**src/rtl/img_rom_arbiter.sv**
```systemverilog
// Round-robin arbiter sharing one registered-read image ROM between NREQ pixel fetchers.
// Optional build macro IMG_ROM_OOB_MASK_EN masks out-of-range x requests to OOB_RGB.
module img_rom_arbiter #(
  parameter int          NREQ    = 2,
  parameter int          IMG_W   = 48,
  parameter logic [11:0] OOB_RGB = 12'h000
) (
  input  logic                 clk,
  input  logic                 rst_n,
  input  logic [NREQ-1:0]      req_valid,
  input  logic [12*NREQ-1:0]   req_addr,
  output logic [NREQ-1:0]      req_ready,
  output logic [11:0]          rom_addr,
  input  logic [11:0]          rom_rgb,
  output logic [NREQ-1:0]      rsp_valid,
  output logic [11:0]          rsp_rgb,
  output logic                 busy
);

  localparam int PW = (NREQ > 2) ? 2 : 1;

  logic [PW-1:0]   ptr;
  logic [PW-1:0]   ptr_next;
  logic [PW-1:0]   gidx;
  logic [PW:0]     sum;
  logic [PW:0]     nxt;
  logic            found;
  logic [NREQ-1:0] grant;
  logic [11:0]     sel_addr;
  logic [NREQ-1:0] tag1;
  logic [NREQ-1:0] tag2;
  logic            v1;
  logic            v2;

  // Search from ptr upward with wrap; the first valid requester wins the slot.
  always_comb begin
    found    = 1'b0;
    gidx     = '0;
    grant    = '0;
    sel_addr = '0;
    sum      = '0;
    nxt      = '0;
    ptr_next = ptr;
    for (int k = 0; k < NREQ; k++) begin
      sum = {1'b0, ptr} + (PW+1)'(k);
      if (sum >= (PW+1)'(NREQ)) sum = sum - (PW+1)'(NREQ);
      if (!found && req_valid[sum[PW-1:0]]) begin
        found = 1'b1;
        gidx  = sum[PW-1:0];
      end
    end
    if (!rst_n) found = 1'b0;
    if (found) begin
      grant = NREQ'(1) << gidx;
      for (int k = 0; k < NREQ; k++) begin
        if (PW'(k) == gidx) sel_addr = req_addr[12*k +: 12];
      end
      nxt = {1'b0, gidx} + (PW+1)'(1);
      if (nxt >= (PW+1)'(NREQ)) nxt = nxt - (PW+1)'(NREQ);
      ptr_next = nxt[PW-1:0];
    end
  end

  assign req_ready = grant;

`ifdef IMG_ROM_OOB_MASK_EN
  logic sel_oob;
  logic oob1;
  logic oob2;

  assign sel_oob = ({26'd0, sel_addr[5:0]} >= 32'(IMG_W));

  // The out-of-range flag rides alongside the tag so the masked colour lines up with its slot.
  always_ff @(posedge clk or negedge rst_n) begin
    if (!rst_n) begin
      oob1 <= 1'b0;
      oob2 <= 1'b0;
    end else begin
      oob1 <= found & sel_oob;
      oob2 <= oob1;
    end
  end
`endif

  always_ff @(posedge clk or negedge rst_n) begin
    if (!rst_n) begin
      ptr      <= '0;
      rom_addr <= '0;
      tag1     <= '0;
      tag2     <= '0;
      v1       <= 1'b0;
      v2       <= 1'b0;
    end else begin
      ptr  <= ptr_next;
      v1   <= found;
      tag1 <= grant;
      v2   <= v1;
      tag2 <= tag1;
`ifdef IMG_ROM_OOB_MASK_EN
      if (found && !sel_oob) rom_addr <= sel_addr;
`else
      if (found) rom_addr <= sel_addr;
`endif
    end
  end

  assign rsp_valid = v2 ? tag2 : '0;
  assign busy      = v1 | v2;

`ifdef IMG_ROM_OOB_MASK_EN
  assign rsp_rgb = !rst_n ? 12'h000 : (oob2 ? OOB_RGB : rom_rgb);
`else
  assign rsp_rgb = !rst_n ? 12'h000 : rom_rgb;
`endif

endmodule

```
**config.mk**
```make
export PLATFORM = sky130hd
export DESIGN_NAME = img_rom_arbiter
export DESIGN_NICKNAME = d
export VERILOG_FILES = /design/src/rtl/img_rom_arbiter.sv
export SDC_FILE = /design/constraint.sdc
export NUM_CORES = 1
export LEC_CHECK = 0
export CELL_PAD_IN_SITES_DETAIL_PLACEMENT = 2
export CELL_PAD_IN_SITES_GLOBAL_PLACEMENT = 2
export CORE_ASPECT_RATIO = 0.8
export CORE_MARGIN = 5
export CORE_UTILIZATION = 19
export CTS_BUF_LIST = sky130_fd_sc_hd__clkbuf_4
export CTS_CLUSTER_DIAMETER = 30
export DETAILED_ROUTE_END_ITERATION = 7
export GPL_ROUTABILITY_DRIVEN = 0
export PLACE_DENSITY = 0.82
export SLEW_MARGIN = 20
export SYNTH_ARGS = -nofsm -noshare
export SYNTH_HDL_FRONTEND = slang
export SYNTH_SLANG_ARGS = --single-unit
```
**constraint.sdc**
```tcl
create_clock -name clk -period 2.9 [get_ports clk]
set_input_delay 0.58 -clock clk [delete_from_list [all_inputs] [get_ports clk]]
set_output_delay 0.58 -clock clk [all_outputs]
set_load 0.01 [all_outputs]
```
Yosys cells after proc, flatten, opt, wreduce, memory -nomap -nowiden. Cells that the tools add are included.

$add $sub $neg: 5. Magnitude comparators: 5. Shift operators: 1. Mux-type cells: 16. Bitwise gates (word level): 1. Reductions and logical operators: 2.

Operators with widths (number): $mux 12 (2); $mux 1 (12); $add 1x1->2 const B (2); $ge 2x2->1 const B (2); $lt 1x2->1 const B (2); $mux 2 (2); $sub 1x1->1 const B (3); $ge 1x2->1 const B (1); $shl 1x1->2 const A (1); $logic_and 1x1->1 (1); $logic_not 1->1 (1); $or 1x1->1 (1).

Bits in registers: 19. Input bits: 40. Logic and storage cells: 36.

Depth between registers and ports, before layout.
Word-level depth: 11. Gate-level depth with buffers: 4.

Worst setup path after synthesis. Ideal clock, no wire load.

Kind: input -> output. Start: in req_valid[0]. End: out req_ready[0]. Arrival: 0.988 ns. Required time: 2.320 ns. Path slack: 1.332 ns. Stages on the path: 3. Path through: nand2_1 a21oi_2 buf_4.

Cells in the longest elaborated chain, start to end: 8. Elaborated cells between the ends (all ways): 13. Those cells by class: 1 x shift; 10 x mux; 2 x reduce/logical.

Ends and longest elaborated chain: start, declared (RTL line 10) `input logic [NREQ-1:0] req_valid,`; $mux 1 (implied by the code) (2 in a row) (RTL line 47) `if (!found && req_valid[sum[PW-1:0]]) begin`; $mux 1 (RTL line 47); $logic_not 1->1 (RTL line 47); $logic_and 1x1->1 (RTL line 47); $mux 1 (RTL line 47); $shl 1x1->2 / $mux 1 (equally long branches) (RTL line 54, 52); $mux 2 (*) (RTL line 53) `if (found) begin`; end, declared (RTL line 12) `output logic [NREQ-1:0] req_ready,`.

Every way passes the cells marked *; elsewhere a longest branch is shown, timed or not. The select of a mux whose other input is x is not followed.

Worst setup path in the final report.
Start: in rst_n. End: out rsp_rgb[3].

Cells in the longest elaborated chain, start to end: 1.

Ends and longest elaborated chain: start, declared (RTL line 9) `input logic rst_n,`; $mux 12 (RTL line 113) `assign rsp_rgb = !rst_n ? 12'h000 : rom_rgb;`; end, declared (RTL line 16) `output logic [11:0] rsp_rgb,`.

No other way between the ends.

==> key figures <==
Timing
  • Final count of pins violating max slew: 0
  • Fmax: 370 MHz
  • RSZ-0062 raised after global routing: false
  • Slew @ Worst Pin: just under 500 ps
  • Clock Skew: approximately 4.1 ps
  • Setup violations, final: 0
  • Setup_tns: 0 ps
  • Final worst path period share: 0.932
  • Final hold violations: 0
  • Period minus WS final: around 2700 ps
  • Max-slew headroom: 0.672

Route
  • Antenna Nets Post-Route: 0
  • DR WL/cell: around 18 um
  • Residual DRC: 0
  • DRT Wirelength: 3.60 mm
  • Vias: ~840
  • Drt first pass iters: 4
  • DRT iter0 DRCs: 14
  • Vias/cell: 4.19

Clocking
  • Clock transition at the registers of the reported paths: about 120 ps
  • Max Buffers Root-to-Sink: 2
  • Root Buffer: clkbuf_4
  • Htree depth: 1
  • Clock latency on the worst-skew pair: approximately 300 ps
  • CTS tree: built
  • Post-CTS Setup Inserts: 0
  • Cts bufs inserted: 3
  • CTS Hold Bufs: 0
  • Post-CTS sizing: 0
  • TritonCTS Sinks: 19

Synth
  • Cells after synthesis: 70
  • Cell Area, Synth: 852 um^2
  • Seq cells post-synth: 19
  • Register area share after synthesis: 0.558
  • Syn_area_per_cell: 12.2 um^2
  • YS warnings: 0
  • Synth cell types: 14
  • Synth Net Count: 110

Setup path
  • Nature of the critical path endpoint: output port
  • CP Data Required Time: 2320 ps
  • CP Data Arrival Time: 2120 ps
  • Worst Setup Path Type: input pin to output port
  • CP Max Fanout: 14
  • Crit start category: input pin

Layout
  • Filler cells: between 400 and 500
  • Multi-input logic area: around 340 um^2
  • Register area: approximately 480 um^2
  • Layout cells sized above 1: 0.140
  • Antenna cells: 0
  • Fin nets: 184
  • Area Growth Syn to Fin: 92.4%
  • Final Cell Area: ~1600 um^2

Global route
  • Overflow after GRT: 0
  • First-pass GRT wire length: roughly 5.8 mm
  • GR Util All Layers: 0.127
  • Vias in the first global route: 1,008
  • Initial antenna violation count: 0
  • Largest net degree at the start of global routing: 15

Floorplan
  • CORE AREA: around 4300 um^2
  • Boundary Pins: 69
  • Starting density of the core: 0.200
  • Die Ht: between 60 and 70 um
  • Die Area: approximately 6000 um^2
  • Die W: around 85 um
  • FP Rows: 21

Place
  • Hpwl dp: slightly above 3 mm
  • I/O Buffers: 68
  • Cell Area, Placed: approximately 1600 um^2

Pwr
  • Internal: 497 uW
  • Clk pwr share: 0.202
  • Pleak: between 0.0006 and 0.0007 uW
  • Total power: 686 uW
  • Max VDD drop: 0.136 mV
  • Flop pwr share: 0.458
  • Combinational power share: 0.340
  • Sw Pwr: ~190 uW
  • PwrDens: 418 nW/um^2
  • Net Sw Frac: 0.275

Hold path
  • HP Class: register to register

Status
  • Status: complete, no violations

Run
  • Max Cap Viol: 0
==> kinds of logic after synthesis <==
| logic type | after synthesis | share of synthesized area |
|---|---|---|
| buffers and inverters | 6 | 0.0440 |
| DFF | 19 | 0.558 |
| and+or+nand+nor | 29 | 0.216 |
| AOI/OAI and AO/OA | 16 | 0.182 |
==> cell type report <==
cell class | count | share of cell area
multi-input combinational | 45 | 0.207
clock inverter | 1 | 0.00305
sequential | 19 | 0.290
timing repair buffer | 73 | 0.438
clock buffer | 3 | 0.0137
tap | 57 | 0.0435
inverter | 2 | 0.00458
==> placed cells by master (no fill, tap or decap) <==
master / instances
or2_2: 1
a21oi_2: 2
nand2_1: 2
buf_4: 5
a21o_2: 1
and2_0: 8
clkdlybuf4s50_1: 68
clkbuf_4: 3
and2_2: 6
and2_1: 12
clkinv_2: 1
dfrtp_1: 19
inv_1: 2
a221o_1: 12
o21ai_2: 1
==> critical path: stages <==
cell and delay, ps:
clkdlybuf4s50_1 620, buf_4 230, and2_1 150, clkdlybuf4s50_1 550
==> flip-flops by register name, summed over array words and instances (netlist names) <==
| signal | cells |
|---|---|
| ptr | 1 |
| rom_addr | 12 |
| tag1 | 2 |
| tag2 | 2 |
| v1 | 1 |
| v2 | 1 |
==> per-layer routing <==
metal  vias up  part of all wire  routed length (um)  track usage
li1        396                 -                   -            -
met1       418              0.37                1330        0.133
met2        20              0.59                2110        0.244
met3         4             0.029                 105       0.0223
met4         0             0.015                  54       0.0545
met5         -                 0                   0            0
==> metrics by stage <==
| stage | utilization | std cells | hold WS [ps] | setup WS, ps |
|---|---|---|---|---|
| 6_report | 0.385 | 200 | 362 | 196 |
| 5_1_grt | 0.385 | 200 | 385 | 94.2 |
| 4_1_cts | 0.385 | 200 | 359 | 158 |
| 3_5_place_dp | 0.379 | 196 | 338 | 162 |
| 3_3_place_gp | 0.379 | 196 | 334 | 230 |
| 2_1_floorplan | - | 70 | 284 | 1330 |
==> synth_stat cells <==
master	number	share of area
nand2_1	2	0.0088
o21ai_2	1	0.010
clkbuf_1	1	0.0044
a221o_1	12	0.14
buf_4	2	0.018
inv_1	2	0.0088
and2_0	8	0.059
buf_6	1	0.013
a21o_2	1	0.010
dfrtp_1	19	0.56
or2_2	1	0.0073
and2_2	6	0.053
and2_1	12	0.088
a21oi_2	2	0.021
==> final timing paths <==
| path | from | endpoint | slack, ps | cells after the start |
|---|---|---|---|---|
| setup / recovery | rst_n | rsp_rgb[3] | 200 | 4 |
| hold / removal | tag1[0] | tag2[0] | 360 | 0 |
| setup reg to reg | ptr | rom_addr[6] | 1720 | 4 |
| hold reg to reg | tag1[0] | tag2[0] | 360 | 0 |
| max in group asynchronous | rst_n | tag1[0] | 1790 | 3 |
| min in group asynchronous | rst_n | rom_addr[1] | 510 | 1 |
==> power groups by stage <==
stage	logic, uW	registers (uW)	clock network (uW)
finish	233	314	139
global route	251	319	161
global placement	228	318	0
detailed placement	238	320	0
floorplan	67.5	328	0
CTS	239	315	147
Note: power is estimated with default switching activity, not from simulation.
